`src/rtl/testport_pkg.sv`:
```
// rtl/testport_pkg.sv - shared constants and state encodings for the test port writer
//
// Purpose : Bus widths, FSM state encodings and the default test-port
//           address/symbols shared between the writer and the TestBed checker.
// Ports   : none (package).

package testport_pkg;

   localparam int ADDR_W = 30;
   localparam int DATA_W = 32;

   // Defaults shared with the TestBed checker
   localparam logic [ADDR_W-1:0] TP_TEST_PORT = 30'hFF;
   localparam logic [DATA_W-1:0] TP_BEGIN_SYM = 32'h0000_0168;
   localparam logic [DATA_W-1:0] TP_END_SYM   = 32'h0000_0D5D;

   // FSM state encodings (kept as plain constants for legacy compatibility)
   localparam logic [2:0] ST_IDLE = 3'd0;
   localparam logic [2:0] ST_BEG  = 3'd1;
   localparam logic [2:0] ST_GAP  = 3'd2;
   localparam logic [2:0] ST_DAT  = 3'd3;
   localparam logic [2:0] ST_END  = 3'd4;
   localparam logic [2:0] ST_DONE = 3'd5;

endpackage

```
`src/rtl/testport_writer_if.sv`:
```
// rtl/testport_writer_if.sv - result-stream and memory-write bundle of the test port writer
//
// Purpose : Groups the result-word handshake and the memory write bus.
// Signals : res_valid/res_data/res_ready - result words into the writer
//           mem_addr/mem_wdata/mem_wen     - write bus out of the writer
//           mem_stall                      - bus/D-cache stall into the writer
// Modports: master - the writer; slave - datapath/bus side.

interface testport_writer_if;
   import testport_pkg::*;

   logic              res_valid;
   logic [DATA_W-1:0] res_data;
   logic              res_ready;
   logic [ADDR_W-1:0] mem_addr;
   logic [DATA_W-1:0] mem_wdata;
   logic              mem_wen;
   logic              mem_stall;

   modport master (
      input  res_valid, res_data, mem_stall,
      output res_ready, mem_addr, mem_wdata, mem_wen
   );

   modport slave (
      output res_valid, res_data, mem_stall,
      input  res_ready, mem_addr, mem_wdata, mem_wen
   );

endinterface

```
`src/rtl/testport_fifo.sv`:
```
// rtl/testport_fifo.sv - synchronous result-word FIFO for the test port writer
//
// Purpose : DEPTH-entry 32-bit FIFO with registered full/empty flags.
// Ports   : clk, rst (async active-low)
//           push, din  - write side (ignored while full)
//           pop, dout  - read side, dout shows the head entry
//           full, empty - registered status flags

module testport_fifo
   import testport_pkg::*;
#(
   parameter int DEPTH = 4
) (
   input  logic              clk,
   input  logic              rst,
   input  logic              push,
   input  logic              pop,
   input  logic [DATA_W-1:0] din,
   output logic [DATA_W-1:0] dout,
   output logic              full,
   output logic              empty
);

   localparam int PW = $clog2(DEPTH);
   localparam logic [PW-1:0] PTR_ONE = 1;
   localparam logic [PW:0]   CNT_MAX = (PW+1)'(DEPTH);

   logic [DATA_W-1:0] mem [DEPTH];
   logic [PW-1:0]     wr_ptr;
   logic [PW-1:0]     rd_ptr;
   logic [PW:0]       count;
   logic [PW:0]       count_nxt;
   logic              do_push;
   logic              do_pop;

   // A push while full is refused even if a pop happens in the same cycle.
   assign do_push = push & ~full;
   assign do_pop  = pop & ~empty;

   always_comb begin
      count_nxt = count + {{PW{1'b0}}, do_push} - {{PW{1'b0}}, do_pop};
   end

   always_ff @(posedge clk or negedge rst) begin
      if (!rst) begin
         wr_ptr <= '0;
         rd_ptr <= '0;
         count  <= '0;
         full   <= 1'b0;
         empty  <= 1'b1;
      end else begin
         if (do_push) wr_ptr <= wr_ptr + PTR_ONE;
         if (do_pop)  rd_ptr <= rd_ptr + PTR_ONE;
         count <= count_nxt;
         full  <= (count_nxt == CNT_MAX);
         empty <= (count_nxt == '0);
      end
   end

   // Storage needs no reset; only the pointers define what is valid.
   always_ff @(posedge clk) begin
      if (do_push) mem[wr_ptr] <= din;
   end

   assign dout = mem[rd_ptr];

endmodule

```
`src/rtl/testport_writer.sv`:
```
// rtl/testport_writer.sv - frames buffered result words as writes to the test port
//
// Purpose : Buffers result words and emits BEGIN_SYM, NUM_RESULTS data words and
//           END_SYM as single-pulse memory writes, with one wen=0 cycle after
//           every accepted write. Honours mem_stall.
// Ports   : clk, rst (async active-low)
//           start    - one-cycle pulse, begins a frame from IDLE/DONE
//           bus      - testport_writer_if.master (result stream + write bus)
//           busy     - frame in progress
//           done     - frame complete, held until next start or reset
//           sent_cnt - data words accepted by the bus in this frame

module testport_writer
   import testport_pkg::*;
#(
   parameter logic [ADDR_W-1:0] TEST_PORT   = TP_TEST_PORT,
   parameter logic [DATA_W-1:0] BEGIN_SYM   = TP_BEGIN_SYM,
   parameter logic [DATA_W-1:0] END_SYM     = TP_END_SYM,
   parameter int                NUM_RESULTS = 2,
   parameter int                FIFO_DEPTH  = 4
) (
   input  logic                clk,
   input  logic                rst,
   input  logic                start,
   testport_writer_if.master   bus,
   output logic                busy,
   output logic                done,
   output logic [7:0]          sent_cnt
);

   localparam logic [7:0] NUM_C = 8'(NUM_RESULTS);

   logic [2:0]        state;
   logic              end_sent;   // the current GAP follows the END write
   logic [ADDR_W-1:0] addr_q;
   logic [DATA_W-1:0] wdata_q;
   logic              wen_q;
   logic [DATA_W-1:0] fifo_dout;
   logic              fifo_full;
   logic              fifo_empty;
   logic              fifo_pop;
   logic              accept;

   assign accept   = wen_q & ~bus.mem_stall;
   assign fifo_pop = accept & (state == ST_DAT);

   testport_fifo #(
      .DEPTH (FIFO_DEPTH)
   ) u_fifo (
      .clk   (clk),
      .rst   (rst),
      .push  (bus.res_valid),
      .pop   (fifo_pop),
      .din   (bus.res_data),
      .dout  (fifo_dout),
      .full  (fifo_full),
      .empty (fifo_empty)
   );

   assign bus.res_ready = ~fifo_full;
   assign bus.mem_addr  = addr_q;
   assign bus.mem_wdata = wdata_q;
   assign bus.mem_wen   = wen_q;

   always_ff @(posedge clk or negedge rst) begin
      if (!rst) begin
         state    <= ST_IDLE;
         end_sent <= 1'b0;
         addr_q   <= '0;
         wdata_q  <= '0;
         wen_q    <= 1'b0;
         busy     <= 1'b0;
         done     <= 1'b0;
         sent_cnt <= '0;
      end else begin
         case (state)
            ST_IDLE, ST_DONE: begin
               if (start) begin
                  state    <= ST_BEG;
                  end_sent <= 1'b0;
                  wen_q    <= 1'b1;
                  addr_q   <= TEST_PORT;
                  wdata_q  <= BEGIN_SYM;
                  busy     <= 1'b1;
                  done     <= 1'b0;
                  sent_cnt <= '0;
               end
            end

            ST_BEG, ST_END: begin
               // While stalled the write is simply held as is.
               if (accept) begin
                  state    <= ST_GAP;
                  end_sent <= (state == ST_END);
                  wen_q    <= 1'b0;
                  addr_q   <= '0;
                  wdata_q  <= '0;
               end
            end

            ST_DAT: begin
               if (wen_q) begin
                  if (!bus.mem_stall) begin
                     state   <= ST_GAP;
                     wen_q   <= 1'b0;
                     addr_q  <= '0;
                     wdata_q <= '0;
                     if (sent_cnt < NUM_C) sent_cnt <= sent_cnt + 8'd1;
                  end
               end else if (!fifo_empty) begin
                  // Entered with an empty FIFO: launch once a word shows up.
                  wen_q   <= 1'b1;
                  addr_q  <= TEST_PORT;
                  wdata_q <= fifo_dout;
               end
            end

            ST_GAP: begin
               if (end_sent) begin
                  state    <= ST_DONE;
                  end_sent <= 1'b0;
                  busy     <= 1'b0;
                  done     <= 1'b1;
               end else if (sent_cnt < NUM_C) begin
                  state <= ST_DAT;
                  if (!fifo_empty) begin
                     wen_q   <= 1'b1;
                     addr_q  <= TEST_PORT;
                     wdata_q <= fifo_dout;
                  end
               end else begin
                  state   <= ST_END;
                  wen_q   <= 1'b1;
                  addr_q  <= TEST_PORT;
                  wdata_q <= END_SYM;
               end
            end

            default: begin
               state    <= ST_IDLE;
               end_sent <= 1'b0;
               wen_q    <= 1'b0;
               addr_q   <= '0;
               wdata_q  <= '0;
               busy     <= 1'b0;
               done     <= 1'b0;
            end
         endcase
      end
   end

endmodule

```
`src/flat_wrapper.sv`:
```
// flat-port wrapper written by rule: the top's interface ports become plain ports
module testport_writer_flat import testport_pkg::*;
#(
   parameter logic [ADDR_W-1:0] TEST_PORT   = TP_TEST_PORT,
   parameter logic [DATA_W-1:0] BEGIN_SYM   = TP_BEGIN_SYM,
   parameter logic [DATA_W-1:0] END_SYM     = TP_END_SYM,
   parameter int                NUM_RESULTS = 2,
   parameter int                FIFO_DEPTH  = 4
)
  (clk, rst, start, busy, done, sent_cnt, bus_res_valid, bus_res_data, bus_mem_stall, bus_res_ready, bus_mem_addr, bus_mem_wdata, bus_mem_wen);
  testport_writer_if bus_i ();
  input  logic clk;
  input  logic rst;
  input  logic start;
  output logic busy;
  output logic done;
  output logic [7:0] sent_cnt;
  input wire logic [$bits(bus_i.res_valid)-1:0] bus_res_valid;
  input wire logic [$bits(bus_i.res_data)-1:0] bus_res_data;
  input wire logic [$bits(bus_i.mem_stall)-1:0] bus_mem_stall;
  output wire logic [$bits(bus_i.res_ready)-1:0] bus_res_ready;
  output wire logic [$bits(bus_i.mem_addr)-1:0] bus_mem_addr;
  output wire logic [$bits(bus_i.mem_wdata)-1:0] bus_mem_wdata;
  output wire logic [$bits(bus_i.mem_wen)-1:0] bus_mem_wen;
  assign bus_i.res_valid = bus_res_valid;
  assign bus_i.res_data = bus_res_data;
  assign bus_i.mem_stall = bus_mem_stall;
  assign bus_res_ready = bus_i.res_ready;
  assign bus_mem_addr = bus_i.mem_addr;
  assign bus_mem_wdata = bus_i.mem_wdata;
  assign bus_mem_wen = bus_i.mem_wen;
  testport_writer #(.TEST_PORT(TEST_PORT), .BEGIN_SYM(BEGIN_SYM), .END_SYM(END_SYM), .NUM_RESULTS(NUM_RESULTS), .FIFO_DEPTH(FIFO_DEPTH)) u_core (.clk(clk), .rst(rst), .start(start), .bus(bus_i), .busy(busy), .done(done), .sent_cnt(sent_cnt));
endmodule
```
`config.mk`:
```
export PLATFORM = sky130hd
export DESIGN_NAME = testport_writer_flat
export DESIGN_NICKNAME = d
export VERILOG_FILES = /design/src/rtl/testport_pkg.sv /design/src/rtl/testport_writer_if.sv /design/src/rtl/testport_fifo.sv /design/src/rtl/testport_writer.sv /design/src/flat_wrapper.sv
export SDC_FILE = /design/constraint.sdc
export NUM_CORES = 1
export LEC_CHECK = 0
export CAP_MARGIN = 20
export CORE_AREA = 2 2 117 119
export DETAILED_ROUTE_END_ITERATION = 16
export DIE_AREA = 0 0 119 121
export DONT_BUFFER_PORTS = 1
export HOLD_SLACK_MARGIN = 0.12
export PLACE_DENSITY = 0.84
export SETUP_SLACK_MARGIN = 0.15
export SLEW_MARGIN = 20
export SYNTH_ARGS = -nofsm -noshare
export SYNTH_HDL_FRONTEND = slang
export SYNTH_HIERARCHICAL = 1
export SYNTH_SLANG_ARGS = --single-unit
```
`constraint.sdc`:
```
create_clock -name clk -period 6 [get_ports clk]
set_input_delay 0 -clock clk [delete_from_list [all_inputs] [get_ports clk]]
set_output_delay 0 -clock clk [all_outputs]
set_load 0.02 [all_outputs]
```
Word-level counts from Yosys, hierarchy flattened
Memory sizes are Yosys's and may differ from the RTL's.
Cells that the tools add are included.
{ "totals": {"regBits": 86, "ram_bits": 128, "input_bits": 37, "output_inout_bits": 74, "elab_cells": 102, "n_memories": 1} }
{ "mem_list": {"columns": ["memory", "depth", "word_bits", "read_ports", "rd_ports_with_merged_regs", "write_ports", "line_no", "rtl"], "rows": [
  ["u_core.u_fifo.mem", 4, 32, 1, 0, 1, "testport_fifo.sv:28", "logic [DATA_W-1:0] mem [DEPTH];"]
]} }
{ "classes": {"addsub": 5, "n_lt_le_gt_ge": 1, "eq_ne": 15, "n_mux": 46, "n_bitwise": 9, "reduce_logical": 12} }
{ "op_table": {"columns": ["operator", "count"], "rows": [
  ["$mux 32", 7],
  ["$mux 30", 7],
  ["$pmux 32 s4", 1],
  ["$pmux 30 s4", 1],
  ["$mux 8", 4],
  ["$mux 3", 6],
  ["$pmux 8 s2", 1],
  ["$mux 1", 14],
  ["$pmux 3 s4", 1],
  ["$reduce_and 4->1", 3],
  ["$eq 3x3->1 const B", 3],
  ["$pmux 1 s3", 3],
  ["$add 8x1->8 const B", 1],
  ["$lt 8x2->1 const B", 1],
  ["$ne 2x2->1 const B", 4],
  ["$eq 3x2->1 const B", 2],
  ["$logic_not 3->1", 2],
  ["$ne 2x1->1 const B", 3],
  ["$ne 3x3->1 const B", 2],
  ["$reduce_and 3->1", 2],
  ["$not 1->1", 5],
  ["$reduce_and 5->1", 1],
  ["$add 2x1->2 const B", 2],
  ["$and 1x1->1", 4],
  ["7 further kinds", 8]
]} }

Longest topological paths before layout
{ "logic_depth": {"word_depth": 6, "depth_mapped": 11, "depth_no_buf": 10} }

Hierarchy
The synthesis kept the hierarchy.
{ "by_module_without_submodules": {"columns": ["mod", "instances", "cells_per_inst", "area_per_inst_um2", "seq_area_each_um2"], "rows": [
  ["testport_fifo", 1, 204, 5132.4, 4070.2],
  ["testport_writer", 1, 261, 3188.1, 1926.8]
]} }

Least setup slack after synthesis
Ideal clock, no wire load.
{ "synth_timing": {"path_type": "reg-to-reg", "from": "register u_core.state[0]", "to": "register u_core.u_fifo.full", "setup_time_ns": 0.088, "arrival_time_ns": 2.431, "t_required_ns": 5.912, "setup_slack_ns": 3.481, "stages_incl_launch_ff": 12, "path_buffers": 1, "period_less_slack_ns": 2.519, "cell_sequence": "dfrtp_1 > buf_2 > nand3b_1 > nor2_1 > nor2b_1 > ha_1 > inv_1 > ha_1 > inv_1 > fa_1 > xor3_1 > nor3b_1"} }
{ "synth_between": {"elab_chain_cells": 5} }
{ "synth_rtl": {"columns": ["item", "line_no", "rtl"], "rows": [
  ["from (decl)", "testport_writer.sv:33", "logic [2:0] state;"],
  ["from (signal assigned)", "testport_writer.sv:67", "state <= ST_IDLE;"],
  ["from (signal assigned)", "testport_writer.sv:79", "state <= ST_BEG;"],
  ["from (signal assigned)", "testport_writer.sv:93", "state <= ST_GAP;"],
  ["$eq 3x2->1", "testport_writer.sv:45", "assign fifo_pop = accept & (state == ST_DAT);"],
  ["$and 1x1->1", "testport_writer.sv:45", null],
  ["via u_core.fifo_pop", "testport_writer.sv:41", "logic fifo_pop;"],
  ["$and 1x1->1", "testport_fifo.sv:38", "assign do_pop = pop & ~empty;"],
  ["via u_core.u_fifo.do_pop", "testport_fifo.sv:34", "logic do_pop;"],
  ["$sub 3x1->3", "testport_fifo.sv:41", "count_nxt = count + {{PW{1'b0}}, do_push} - {{PW{1'b0}}, do_pop};"],
  ["via u_core.u_fifo.count_nxt[2]", "testport_fifo.sv:32", "logic [PW:0] count_nxt;"],
  ["$eq 3x3->1", "testport_fifo.sv:55", "full <= (count_nxt == CNT_MAX);"],
  ["to (signal assigned)", "testport_fifo.sv:55", null],
  ["to (decl)", "testport_fifo.sv:20", "output logic full,"]
]} }
The timed path passes the listed nets, and every way through them passes these cells.
A chain may end at the register's enable or synchronous reset.

Worst setup path in the final report
Same ends and word-level chain as after synthesis.

==> flow_summary.ini <==
[run_status]
status = completed

[synthesis]
ys_ff_latch = 214
yosys.area.top_type = edfxtp_1
synth_cell_types = 52
syn_inst = 465
synth.top_cell.area_share_pct = 46.2
seq_area_frac_synth_pct = 72.1
synthesis.nets = 510
ys_warn_count = 6
async_reset_ff_share_pct = 40.2
netlist_area_um2 = 8320
syn_avg_cell_area_um2 = 17.9
ys.flop_type = edfxtp_1
synth_edf_count = 128
synth_area_leaders = edfxtp_1 46%, dfrtp_1 26%, mux4_2 7.6%

[detailed_routing]
first_pass_iters = 5
ant_nets = 0
vias = 4256
wl_per_cell_um = 22.6
dr.first_iter.drc_count = 359
drt-total-wl_mm = 15.7
vias_per_cell = 6.13
drc = 0

[global_routing]
grt-ovfl-total = 0
antenna_found_initial = 0
grt_pass1_wl_mm = 24.9
grtUsageTotal_pct = 22.6
grt_max_degree = 87
grt_pass1_vias = 4576

[pwr]
p_seq_share_pct = 47.0
switchingPower_w = 0.00148
peakVddDrop_mv = 0.255
switching_share_pct = 32.2
comb_power_share_pct = 27.0
power_frac_clock_pct = 26.0
power-per-cell-area_nw_per_um2 = 490
p_int_w = 0.00313
leakage_nw = 3.64

[critical_path]
critPathMaxFanout = 22
slowest_stage = dfrtp_1
crit_type = register to register
rr_endpoint = u_core/u_fifo/full
arrival_ps = 3470
cp-end-kind = register
reg2reg_depth = 10
path_cells = nand3b_1 -> nor2_1 -> nor2b_1 -> ha_1 -> inv_1 -> ha_1 -> inv_1 -> fa_1 -> xor3_1 -> nor3b_1
cpPeakStageDelay_ps = 760
cp.required_ps = 6400
setup.worst_path.start_class = register
r2r_slack_ps = 2930
r2r-start = u_core/state[0]

[placement]
portBuffers = 0
hpwl_mm = 9.00
place_inst = 620
gp_congestion = 0.860

[finish]
seq_area_um2 = 6000
syn_to_final_growth_pct = 13.1
instances_no_fill = 694
fill_cells = 775
drive_above_1_share_pct = 15.6
multi_input_area_um2 = 2090
layout.nets = 549
antenna_cells = 0

[floorplan]
num_rows = 42
initial_core_util_pct = 63.6
die_h_um = 121
coreArea_um2 = 13100
die_w_um = 119
die_area_um2 = 14400
ios = 111

[run]
drv_cap = 0

[sta]
finalSetupTns_ps = 0
final_max_slew_viol_count = 0
slew_headroom_pct = 35.1
tightest_slew_ps = 973
max_freq_mhz = 326
rsz0062_at_grt = no
min_period_ps = 3070
finalHoldViolCount = 0
setup_viol = 0
skew_ps = 7.51
period_share_pct = 51.1

[clocking]
hold_buffers = 37
root_buffer = clkbuf_16
htreeDepth = 1
clk_latency_ps = 490
clockBufferDepth = 3
ctsResizeCount = 0
cts.sinks = 214
cts_tree = done
numCtsBuffers = 21
cts_setup_buffers = 0
path_clk_slew_ps = 60

[worst_hold_path]
hold_class = input port to async pin
state kept, by name, indices dropped and copies added (netlist names):
register and flops:
u_core/u_fifo/mem 128, u_core/bus.mem_wdata 32, u_core/bus.mem_addr 30, u_core/sent_cnt 8, u_core/state 3, u_core/u_fifo/count 3
u_core/u_fifo/rd_ptr 2, u_core/u_fifo/wr_ptr 2, u_core/bus.mem_wen 1, u_core/busy 1, u_core/done 1, u_core/end_sent 1
u_core/u_fifo/empty 1, u_core/u_fifo/full 1
cell usage in the layout, fill, tap and decap left out, drive strengths merged, types with 6 or more instances in the layout:
| master | synthesis | final |
|---|---|---|
| o2bb2ai | 10 | 10 |
| o21ai | 6 | 6 |
| nand2 | 11 | 11 |
| and2 | 33 | 33 |
| nor2 | 10 | 10 |
| a21oi | 13 | 13 |
| dfrtp | 85 | 85 |
| mux2 | 11 | 11 |
| clkbuf | 10 | 35 |
| a22o | 25 | 25 |
| mux4 | 32 | 32 |
| dlygate4sd3 | 0 | 36 |
| buf | 16 | 6 |
| edfxtp | 128 | 128 |
| a21o | 8 | 8 |
| ha | 7 | 7 |
| inv | 12 | 12 |
power by group through the flow:
stage,clock (W),sequential (W),combinational [W]
2_1_floorplan,0,0.00210,0.00108
3_3_place_gp,0,0.00217,0.00116
3_5_place_dp,0,0.00220,0.00121
4_1_cts,0.00122,0.00217,0.00126
5_1_grt,0.00128,0.00220,0.00137
6_report,0.00120,0.00217,0.00124
routing by layer:
metal,track usage (%),share of wire [%]
met5,0,0
met4,6.32,2.1
met3,6.77,7.8
met2,38.9,51
met1,28.0,39
cells by family after synthesis:
group | share of synthesized area (%)
buffers and inverters | 2.81
xor gates and xnor gates | 0.707
adders and majority gates | 1.41
AOI/OAI and AO/OA | 7.28
muxes | 10.6
DFF | 72.1
and+or+nand+nor | 5.14
final cells by class:
cell class	count	area share, %
Multi-Input combinational cell	213	22.3
Clock buffer	35	6.57
Sequential cell	214	63.7
Inverter	12	0.479
Clock inverter	2	0.106
Tap cell	176	2.34
Timing Repair Buffer	42	4.52
metrics by stage:
step	hold WS (ps)	instance area, µm²	power, W	utilization, %	setup slack (ps)
6_report	129	9410	0.00461	71.9	2930
5_1_grt	150	9410	0.00485	71.9	2740
4_1_cts	144	9410	0.00465	71.9	3010
3_5_place_dp	-294	8400	0.00341	64.2	3000
3_3_place_gp	-294	8400	0.00333	64.2	3160
2_1_floorplan	-296	8320	0.00318	-	3480
worst max path at each step:
stage | from | endpoint | depth (start not counted)
floorplan | u_core/state[0] | u_core/u_fifo/full | 11
global placement | u_core/state[0] | u_core/u_fifo/full | 10
detailed placement | u_core/state[0] | u_core/u_fifo/full | 10
CTS | u_core/state[0] | u_core/u_fifo/full | 10
global route | u_core/state[0] | u_core/u_fifo/full | 10
finish | u_core/state[0] | u_core/u_fifo/full | 10
critical path, delay by kind of cell, from the launching register on:
kind                     cells  cell delay [ps]
flip-flops                   1              760
buffers and inverters        2              110
adder cells (fa/ha/maj)      3              760
AND/OR/NAND/NOR              4              930
XOR/XNOR                     1              430
cell usage after synthesis (all sizes together) (2+ instances only):
cell type	instances
a21oi	13
o2bb2ai	10
o21ai	6
nor2b	4
a211o	2
a21o	8
mux4	32
a22o	25
inv	12
or2	2
nor2	10
a211oi	2
xor2	2
nand3b	2
dfrtp	85
clkbuf	10
nor3b	2
mux2	11
and2	33
nand2	11
o22ai	3
nor3	4
xnor2	2
buf	16
ha	7
edfxtp	128
nand2b	3
mux2i	2
Power figures use the tool's default switching activity.
